### src/rtl/vga_pkg.sv
`default_nettype none
// ============================================================================
// Module      : vga_pkg
// Description : Shared constants and the per-layer configuration record for
//               the VGA layer compositor.
// Revision    : 1.0 - initial release
// ============================================================================
package vga_pkg;

  localparam int C_RGB_W      = 24;
  localparam int C_CW_DEFAULT = 11;
  // Stored window fields are this wide; coordinate widths up to this value
  // are supported and narrower coordinates are zero-extended into it.
  localparam int C_CW_MAX     = 16;

  localparam logic [C_RGB_W-1:0] C_BACK_DEFAULT = 24'h000000;

  typedef struct packed {
    logic                enable;
    logic                blink;
    logic [C_CW_MAX-1:0] pos_x;
    logic [C_CW_MAX-1:0] pos_y;
    logic [C_CW_MAX-1:0] size_x;
    logic [C_CW_MAX-1:0] size_y;
  } layer_cfg_t;

  localparam layer_cfg_t C_LAYER_OFF = '0;

endpackage
`default_nettype wire

### src/rtl/vga_layer_window.sv
`default_nettype none
// ============================================================================
// Module      : vga_layer_window
// Description : One overlay layer: shadow and active configuration entries,
//               the frame-boundary commit copy and the registered
//               visibility (window hit, enable, blink) for the pixel issued.
// Revision    : 1.0 - initial release
// ============================================================================
module vga_layer_window
  import vga_pkg::*;
#(
  parameter int P_CW = C_CW_DEFAULT
)(
  input  logic            clk,
  input  logic            rst,
  input  logic            i_cfg_we,
  input  logic            i_enable,
  input  logic            i_blink,
  input  logic [P_CW-1:0] i_pos_x,
  input  logic [P_CW-1:0] i_pos_y,
  input  logic [P_CW-1:0] i_size_x,
  input  logic [P_CW-1:0] i_size_y,
  input  logic            i_copy,
  input  logic [P_CW-1:0] i_x,
  input  logic [P_CW-1:0] i_y,
  input  logic            i_blink_phase,
  output logic            o_vis
);

  // One extra bit so pos+size can never wrap around.
  localparam int C_EW = C_CW_MAX + 1;

  layer_cfg_t       r_shadow;
  layer_cfg_t       r_active;
  layer_cfg_t       w_cfg;
  logic [C_EW-1:0]  w_x;
  logic [C_EW-1:0]  w_y;
  logic [C_EW-1:0]  w_x_lo;
  logic [C_EW-1:0]  w_x_hi;
  logic [C_EW-1:0]  w_y_lo;
  logic [C_EW-1:0]  w_y_hi;
  logic             w_hit;
  logic             w_vis;

  assign w_cfg = '{enable: i_enable,
                   blink:  i_blink,
                   pos_x:  C_CW_MAX'(i_pos_x),
                   pos_y:  C_CW_MAX'(i_pos_y),
                   size_x: C_CW_MAX'(i_size_x),
                   size_y: C_CW_MAX'(i_size_y)};

  assign w_x    = C_EW'(i_x);
  assign w_y    = C_EW'(i_y);
  assign w_x_lo = {1'b0, r_active.pos_x};
  assign w_y_lo = {1'b0, r_active.pos_y};
  assign w_x_hi = {1'b0, r_active.pos_x} + {1'b0, r_active.size_x};
  assign w_y_hi = {1'b0, r_active.pos_y} + {1'b0, r_active.size_y};

  // A zero size makes lo == hi, so the half-open range is empty.
  assign w_hit = (w_x >= w_x_lo) & (w_x < w_x_hi) &
                 (w_y >= w_y_lo) & (w_y < w_y_hi);
  assign w_vis = r_active.enable & w_hit & ~(r_active.blink & i_blink_phase);

  // Shadow entry takes accepted configuration writes.
  always_ff @(posedge clk or posedge rst) begin
    if (rst) r_shadow <= C_LAYER_OFF;
    else if (i_cfg_we) r_shadow <= w_cfg;
  end

  // Active entry only changes at a frame boundary, all layers together.
  always_ff @(posedge clk or posedge rst) begin
    if (rst) r_active <= C_LAYER_OFF;
    else if (i_copy) r_active <= r_shadow;
  end

  // Visibility of the pixel issued this cycle, presented one cycle later.
  always_ff @(posedge clk or posedge rst) begin
    if (rst) o_vis <= 1'b0;
    else o_vis <= w_vis;
  end

endmodule
`default_nettype wire

### src/rtl/vga_layer_compositor.sv
`default_nettype none
// ============================================================================
// Module      : vga_layer_compositor
// Description : Scans the display, issues pixel coordinates, and composites
//               up to 16 overlay layers over a background with per-layer
//               windows, blink and frame-synchronous config commits.
// Revision    : 1.0 - initial release
// ============================================================================
module vga_layer_compositor
  import vga_pkg::*;
#(
  parameter int  P_DISPLAY_X    = 1024,
  parameter int  P_DISPLAY_Y    = 768,
  parameter int  P_LAYERS       = 8,
  parameter int  P_CW           = C_CW_DEFAULT,
  parameter int  P_BLINK_FRAMES = 32,
  localparam int C_LW           = (P_LAYERS > 1) ? $clog2(P_LAYERS) : 1
)(
  input  logic                        VGA_CLK,
  input  logic                        RST_N,
  input  logic                        VGA_IF_RGBEN,
  output logic [P_CW-1:0]             CURRENT_X,
  output logic [P_CW-1:0]             CURRENT_Y,
  output logic                        FRAME_START,
  input  logic [P_LAYERS*C_RGB_W-1:0] LAYER_RGB,
  input  logic [P_LAYERS-1:0]         LAYER_OPAQUE,
  input  logic [C_RGB_W-1:0]          BACK_RGB,
  input  logic                        CFG_VALID,
  output logic                        CFG_READY,
  input  logic [C_LW-1:0]             CFG_LAYER,
  input  logic                        CFG_ENABLE,
  input  logic                        CFG_BLINK,
  input  logic [P_CW-1:0]             CFG_POS_X,
  input  logic [P_CW-1:0]             CFG_POS_Y,
  input  logic [P_CW-1:0]             CFG_SIZE_X,
  input  logic [P_CW-1:0]             CFG_SIZE_Y,
  input  logic                        CFG_COMMIT,
  output logic                        COMMIT_PENDING,
  output logic [C_RGB_W-1:0]          VGA_BUF_RGB,
  output logic                        RGB_VALID
);

  localparam logic [P_CW-1:0] C_X_LAST = P_CW'(P_DISPLAY_X - 1);
  localparam logic [P_CW-1:0] C_Y_LAST = P_CW'(P_DISPLAY_Y - 1);
  localparam int              C_BW     = $clog2(P_BLINK_FRAMES + 1);
  localparam logic [C_BW-1:0] C_B_LAST = C_BW'(P_BLINK_FRAMES - 1);

  logic [P_CW-1:0]    r_x;
  logic [P_CW-1:0]    r_y;
  logic               r_pending;
  logic [C_BW-1:0]    r_bcnt;
  logic               r_bphase;
  logic               r_v1;
  logic [P_LAYERS-1:0] w_vis;
  logic               w_x_last;
  logic               w_y_last;
  logic               w_frame_end;
  logic               w_idle_origin;
  logic               w_copy;
  logic               w_cfg_fire;
  logic [C_RGB_W-1:0] w_sel;

  assign w_x_last      = (r_x == C_X_LAST);
  assign w_y_last      = (r_y == C_Y_LAST);
  assign w_frame_end   = VGA_IF_RGBEN & w_x_last & w_y_last;
  assign w_idle_origin = ~VGA_IF_RGBEN & (r_x == '0) & (r_y == '0);
  // Copy only between frames so no frame ever sees mixed configuration.
  assign w_copy        = r_pending & (w_frame_end | w_idle_origin);

  assign CURRENT_X      = r_x;
  assign CURRENT_Y      = r_y;
  assign FRAME_START    = ~RST_N & VGA_IF_RGBEN & (r_x == '0) & (r_y == '0);
  assign COMMIT_PENDING = r_pending;
  assign CFG_READY      = ~RST_N & ~r_pending;
  assign w_cfg_fire     = CFG_VALID & CFG_READY;

  // Raster scan counter, advancing only on issued pixels.
  always_ff @(posedge VGA_CLK or posedge RST_N) begin
    if (RST_N) begin
      r_x <= '0;
      r_y <= '0;
    end else if (VGA_IF_RGBEN) begin
      if (w_x_last) begin
        r_x <= '0;
        r_y <= w_y_last ? '0 : r_y + P_CW'(1);
      end else begin
        r_x <= r_x + P_CW'(1);
      end
    end
  end

  // Blink frame counter; phase toggles every P_BLINK_FRAMES frames.
  always_ff @(posedge VGA_CLK or posedge RST_N) begin
    if (RST_N) begin
      r_bcnt   <= '0;
      r_bphase <= 1'b0;
    end else if (w_frame_end) begin
      if (r_bcnt == C_B_LAST) begin
        r_bcnt   <= '0;
        r_bphase <= ~r_bphase;
      end else begin
        r_bcnt <= r_bcnt + C_BW'(1);
      end
    end
  end

  // Commit request: cleared by the copy, repeated requests ignored.
  always_ff @(posedge VGA_CLK or posedge RST_N) begin
    if (RST_N) r_pending <= 1'b0;
    else if (w_copy) r_pending <= 1'b0;
    else if (CFG_COMMIT) r_pending <= 1'b1;
  end

  // Priority select: the lowest-index visible opaque layer wins.
  always_comb begin
    w_sel = BACK_RGB;
    for (int i = P_LAYERS - 1; i >= 0; i--) begin
      if (w_vis[i] & LAYER_OPAQUE[i]) w_sel = LAYER_RGB[i*C_RGB_W +: C_RGB_W];
    end
  end

  // Output pipeline: issue -> stage 1 (select) -> registered pixel.
  always_ff @(posedge VGA_CLK or posedge RST_N) begin
    if (RST_N) begin
      r_v1        <= 1'b0;
      RGB_VALID   <= 1'b0;
      VGA_BUF_RGB <= C_BACK_DEFAULT;
    end else begin
      r_v1      <= VGA_IF_RGBEN;
      RGB_VALID <= r_v1;
      if (r_v1) VGA_BUF_RGB <= w_sel;
    end
  end

  generate
    for (genvar g = 0; g < P_LAYERS; g++) begin : g_layer
      vga_layer_window #(
        .P_CW (P_CW)
      ) u_window (
        .clk           (VGA_CLK),
        .rst           (RST_N),
        .i_cfg_we      (w_cfg_fire & (CFG_LAYER == C_LW'(g))),
        .i_enable      (CFG_ENABLE),
        .i_blink       (CFG_BLINK),
        .i_pos_x       (CFG_POS_X),
        .i_pos_y       (CFG_POS_Y),
        .i_size_x      (CFG_SIZE_X),
        .i_size_y      (CFG_SIZE_Y),
        .i_copy        (w_copy),
        .i_x           (r_x),
        .i_y           (r_y),
        .i_blink_phase (r_bphase),
        .o_vis         (w_vis[g])
      );
    end
  endgenerate

endmodule
`default_nettype wire

### config.mk
export PLATFORM = sky130hd
export DESIGN_NAME = vga_layer_compositor
export DESIGN_NICKNAME = d
export VERILOG_FILES = /design/src/rtl/vga_pkg.sv /design/src/rtl/vga_layer_window.sv /design/src/rtl/vga_layer_compositor.sv
export SDC_FILE = /design/constraint.sdc
export NUM_CORES = 2
export LEC_CHECK = 0
export ABC_AREA = 1
export CORE_MARGIN = 2
export CORE_UTILIZATION = 55
export DETAILED_ROUTE_END_ITERATION = 8
export HOLD_SLACK_MARGIN = 0.15
export PLACE_DENSITY_LB_ADDON = 0.08
export SYNTH_ARGS = -nofsm -noshare
export SYNTH_HDL_FRONTEND = slang
export SYNTH_SLANG_ARGS = --single-unit
### constraint.sdc
create_clock -name VGA_CLK -period 39.9 [get_ports VGA_CLK]
set_input_delay 7.98 -clock VGA_CLK [delete_from_list [all_inputs] [get_ports VGA_CLK]]
set_output_delay 7.98 -clock VGA_CLK [all_outputs]
set_load 0.05 [all_outputs]
Word-level counts from Yosys, hierarchy flattened
Index checks and enable logic that the tools add are counted.

Register bits after elaboration: 800. Logic and storage cells: 279. Bits of input ports: 278.

Bitwise logic cells: 87. Eq/ne operators: 10. Muxes and demuxes: 13. Reduce and logical (&&, ||, !) cells: 6. Order comparisons: 32. Add/subtract/negate cells: 19.

Operator list (count): < comparator 11 x 17 -> 1 bit (16); adder 11 x 11 -> 12 bit (16); 2-to-1 mux 24 bit (8); greater-or-equal comparator 11 bit (16); AND 1 bit (74); adder 11 x 1 -> 11 bit (second input constant) (2); equality test 11 x 10 -> 1 bit (second input constant) (2); zero test 11 bit (2); 2-to-1 mux 11 bit (2); equality test 3 bit (second input constant) (4); NOT 1 bit (12); adder 6 x 1 -> 6 bit (second input constant) (1); equality test 3 x 2 -> 1 bit (second input constant) (2); equality test 6 x 5 -> 1 bit (second input constant) (1); 2-to-1 mux 6 bit (1); AND reduction 2 bit (2); equality test 3 x 1 -> 1 bit (second input constant) (1); zero test 3 bit (1); 2-to-1 mux 1 bit (2); nonzero test 2 bit (1); bitwise OR 1 bit (1).

Logic depth before layout (Yosys ltp)
Depth in word-level cells: 9. Gate-level depth with buffers: 18.

Hierarchy
A second synthesis with hierarchy kept.

Cells, all modules: 5941. Area total of the unflattened synthesis: 49067.1 um^2.

Modules (own cells, without submodules): vga_layer_window (g_layer[4].u_window ...) (area each 5430.2 um^2, times used 3, cells each 615); vga_layer_window (g_layer[0].u_window ...) (area each 5482.8 um^2, times used 2, cells each 624); vga_layer_window (g_layer[2].u_window) (area each 5502.8 um^2, times used 1, cells each 627); vga_layer_window (g_layer[1].u_window) (area each 5472.7 um^2, times used 1, cells each 622); vga_layer_compositor (area each 5421.4 um^2, times used 1, cells each 981); vga_layer_window (g_layer[7].u_window) (area each 5413.9 um^2, times used 1, cells each 618).

Worst setup path before layout
OpenSTA, ideal clock, no wires.

Kind: in2out. Start point: in VGA_IF_RGBEN. End point: out FRAME_START. Arrival time: 9148 ps. Required time: 31920 ps. Cell stages on the path: 2. Slack: 22772 ps. Buffers on the path: 0. Cells stage by stage: inv_1 -> nor3_1.

Longest elaborated chain between the ends: 3.

Ends and longest elaborated chain: from (decl) (line vga_layer_compositor.sv:21) `input logic VGA_IF_RGBEN,`; AND 1 bit (3 in series) (line vga_layer_compositor.sv:72) `assign FRAME_START = ~RST_N & VGA_IF_RGBEN & (r_x == '0) & (r_y == '0);`; to (decl) (line vga_layer_compositor.sv:24) `output logic FRAME_START,`.

No other way between the ends.

Worst setup path after layout
Ends and elaborated chain as after synthesis.

==> run_results.csv <==
group,metric,value,unit
sta,hold_slack,0.470,ns
worst_setup_path,critPathMaxFanout,7,
grt,track_usage,0.319,
worst_setup_path,r2r.worst_path.cells,12,
floorplan,die_x,301,um
sta,setup_viol,0,
placed_design,numPortBuffers,327,
route,first_pass_iters,7,
worst_setup_path,crit_slowest_cell,"clkdlybuf4s50_1",
worst_setup_path,crit_chain,"clkdlybuf4s50_1 > inv_1 > nor3_1 > clkdlybuf4s50_1",
worst_setup_path,cp.required,31.92,ns
grt,grt_pass1_wl,226000,um
logic_synthesis,synthesis.area,48600,um2
layout,layout.nets,7217,
worst_hold_path,hold_path.class,"reg2reg",
pwr,p_per_area,38.5,nW/um2
floorplan,die_y,301,um
sta,tns,0,ns
route,viasPerCell,5.54,
cts,clk_pin_slew,0.05,ns
worst_setup_path,cp_common_cell,"clkdlybuf4s50_1",
worst_setup_path,crit_start,"VGA_IF_RGBEN",
layout,register_area,20000,um2
pwr,leakage,28.0,nW
worst_setup_path,r2r_setup_slack,34.77,ns
sta,timing.final.crit_share,0.445,
sta,fin_skew,0.0254,ns
worst_setup_path,crit_end,"FRAME_START",
floorplan,placement_rows,109,
logic_synthesis,yosys_warnings,0,
route,num_vias,42300,
layout,syn2layout_area_growth,14.5,%
layout,final_core_util,0.632,
route,ant_nets,0,
sta,fmax,56.4,MHz
logic_synthesis,yosysSeqAreaShare,0.412,
sta,rsz0062_at_grt,"no",
sta,maxSlewViolCount,0,
floorplan,start_util,0.553,
layout,final.fill_count,7933,
route,drcViolationCount,0,
sta,slew_headroom,0.223,
worst_setup_path,path_class,"in2out",
floorplan,dieArea,90800,um2
logic_synthesis,synthCells,6180,
logic_synthesis,syn_nets,6991,
logic_synthesis,ys_types,36,
worst_setup_path,r2r-end,"g_layer[6].u_window.r_active[34]",
cts,ctsResizeCount,0,
run,maxCapViolations,0,
cts,cts_max_level,3,
cts,insertion_delay,0.66,ns
outcome,status,"finished clean",
placed_design,placedCellCount,7482,
worst_setup_path,slowest_delay,0.83,ns
logic_synthesis,ys_ff_latch,800,
logic_synthesis,avgSynthCellArea,7.87,um2
worst_setup_path,r2r_start,"CURRENT_X[6]",
cts,cts_hold_buffers,0,
worst_setup_path,cp_top_family,"buffers and inverters",
route,first_iter_violations,3892,
grt,antenna_found_initial,15,
worst_setup_path,crit_path_start_kind,"input pin",
layout,multiInputGateArea,25300,um2
sta,worst_pin_slew,1.17,ns
logic_synthesis,yosys_most_used_dff,"dfrtp_1",
grt,grt_overflow,0,
logic_synthesis,synth_edf_count,0,
route,wl_per_cell,18.8,um
floorplan,core,88000,um2
cts,cts_setup_buffers,0,
layout,drive_above_1_share,0.0385,
sta,setup_ws,22.16,ns
grt,grt_max_degree,170,
placed_design,place.gp.congestion,0.922,
pwr,peakVddDrop,50.2,uV
cts,cts_tree,"done",
grt,grt_pass1_vias,40200,
cts,cts_buffers,87,
cts,clockBufferDepth,3,
sta,hold_viol_final,0,
floorplan,pin_count,328,
layout,fin_cells,7640,
worst_setup_path,critPathBufInv,3,
worst_setup_path,worst-path-stages,4,
route,wl,144000,um
worst_setup_path,worstPathArrival,9.76,ns
logic_synthesis,async_flop_share,1.00,
sta,fin_crit,17.74,ns
placed_design,preCtsSetupSlack,22.16,ns
cts,clock-sinks,800,
cts,root_buffer,"clkbuf_16",
placed_design,hpwl,97100,um
worst_setup_path,endpoint_kind,"output port",
[sequential cells by signal, summed over array words and instances (netlist names), 6 cells and up]
register,count
g_layer.u_window.r_active,368
CURRENT_Y,11
r_bcnt,6
VGA_BUF_RGB,24
CURRENT_X,11
g_layer.u_window.r_shadow,368
g_layer.u_window.o_vis,8
[worst register-to-register path, delay by kind of cell, from the launching register on]
kind	cells	cell delay [ns]
AOI/OAI and AO/OA	1	0.09
buffers and inverters	4	1.86
DFF	1	0.65
and+or+nand+nor	7	2.37
[cells in the mapped netlist (all sizes together), types with 34 or more instances]
cell type	instances	area [um2]
clkbuf	162	608
nand2	1859	6990
nand3	603	3020
a21oi	356	1780
nor3	65	337
o21ai	466	2330
o21a	40	300
xnor2	34	298
ha	517	6470
buf	93	606
dfrtp	800	20000
inv	567	2130
nor2	303	1140
xor2	119	1040
nand4	74	475
[report_power, final]
| group | switching, mW | internal, mW |
|---|---|---|
| logic | 0.303 | 0.166 |
| clock network | 0.342 | 0.492 |
| registers | 0.0102 | 0.829 |
[metal layers]
metal,track usage,routed length [um],vias up
li1,-,-,20700
met1,0.462,65900,20100
met2,0.491,63500,1220
met3,0.0478,9900,226
met4,0.102,4490,2
met5,0,13,-
[cell families (layout without fill, tap and decap cells)]
| family | Yosys count | in the layout | synth area share |
|---|---|---|---|
| other | 0 | 4 | 0 |
| adder cells (fa/ha/maj) | 533 | 533 | 0.140 |
| flip-flops | 800 | 800 | 0.412 |
| XOR/XNOR | 153 | 153 | 0.0276 |
| AO/OA/AOI/OAI | 907 | 907 | 0.0978 |
| buffers and inverters | 822 | 1113 | 0.0688 |
| AND/OR/NAND/NOR | 2965 | 2965 | 0.254 |
[area by class of cell]
type,count,share of cell area
Tap cell,1165,0.0262
Sequential cell,800,0.360
Antenna cell,4,0.000180
Clock inverter,45,0.00958
Timing Repair Buffer,392,0.0681
Multi-Input combinational cell,4558,0.454
Inverter,567,0.0384
Clock buffer,109,0.0432
[worst min-delay path by stage]
stage                                          start                          endpoint  slack [ns]  cells after the start
finish              g_layer[6].u_window.r_active[64]  g_layer[6].u_window.r_active[64]        0.47                      2
global route        g_layer[5].u_window.r_active[64]  g_layer[5].u_window.r_active[64]        0.49                      2
CTS                 g_layer[4].u_window.r_active[65]  g_layer[4].u_window.r_active[65]        0.47                      2
detailed placement  g_layer[4].u_window.r_active[65]  g_layer[4].u_window.r_active[65]        0.45                      2
global placement    g_layer[6].u_window.r_active[65]  g_layer[6].u_window.r_active[65]        0.45                      2
floorplan                                       r_v1                         RGB_VALID        0.35                      0
[through the flow]
stage | area, um2 | power (mW)
after floorplan | 48600 | 1.13
after global placement | 52700 | 1.31
after detailed placement | 52700 | 1.32
after CTS | 55600 | 2.16
after global routing | 55600 | 2.25
final | 55600 | 2.14
[cell usage in the layout, fill, tap and decap left out, types with 16 or more instances in the layout]
| cell | synthesis | final |
|---|---|---|
| nand3_1 | 603 | 603 |
| buf_4 | 0 | 63 |
| inv_1 | 563 | 562 |
| clkdlybuf4s50_1 | 0 | 327 |
| clkbuf_16 | 0 | 89 |
| nor3_1 | 64 | 62 |
| nand4_1 | 72 | 72 |
| nor2_1 | 302 | 302 |
| ha_1 | 517 | 517 |
| o21a_1 | 40 | 40 |
| nand2_1 | 1856 | 1856 |
| clkinv_2 | 0 | 22 |
| dfrtp_1 | 800 | 799 |
| a21oi_1 | 356 | 356 |
| fa_1 | 16 | 16 |
| o21ai_0 | 466 | 466 |
| xnor2_1 | 34 | 34 |
| xor2_1 | 119 | 119 |
| or2_2 | 24 | 24 |
No activity file was read; power rests on OpenSTA's default activity.
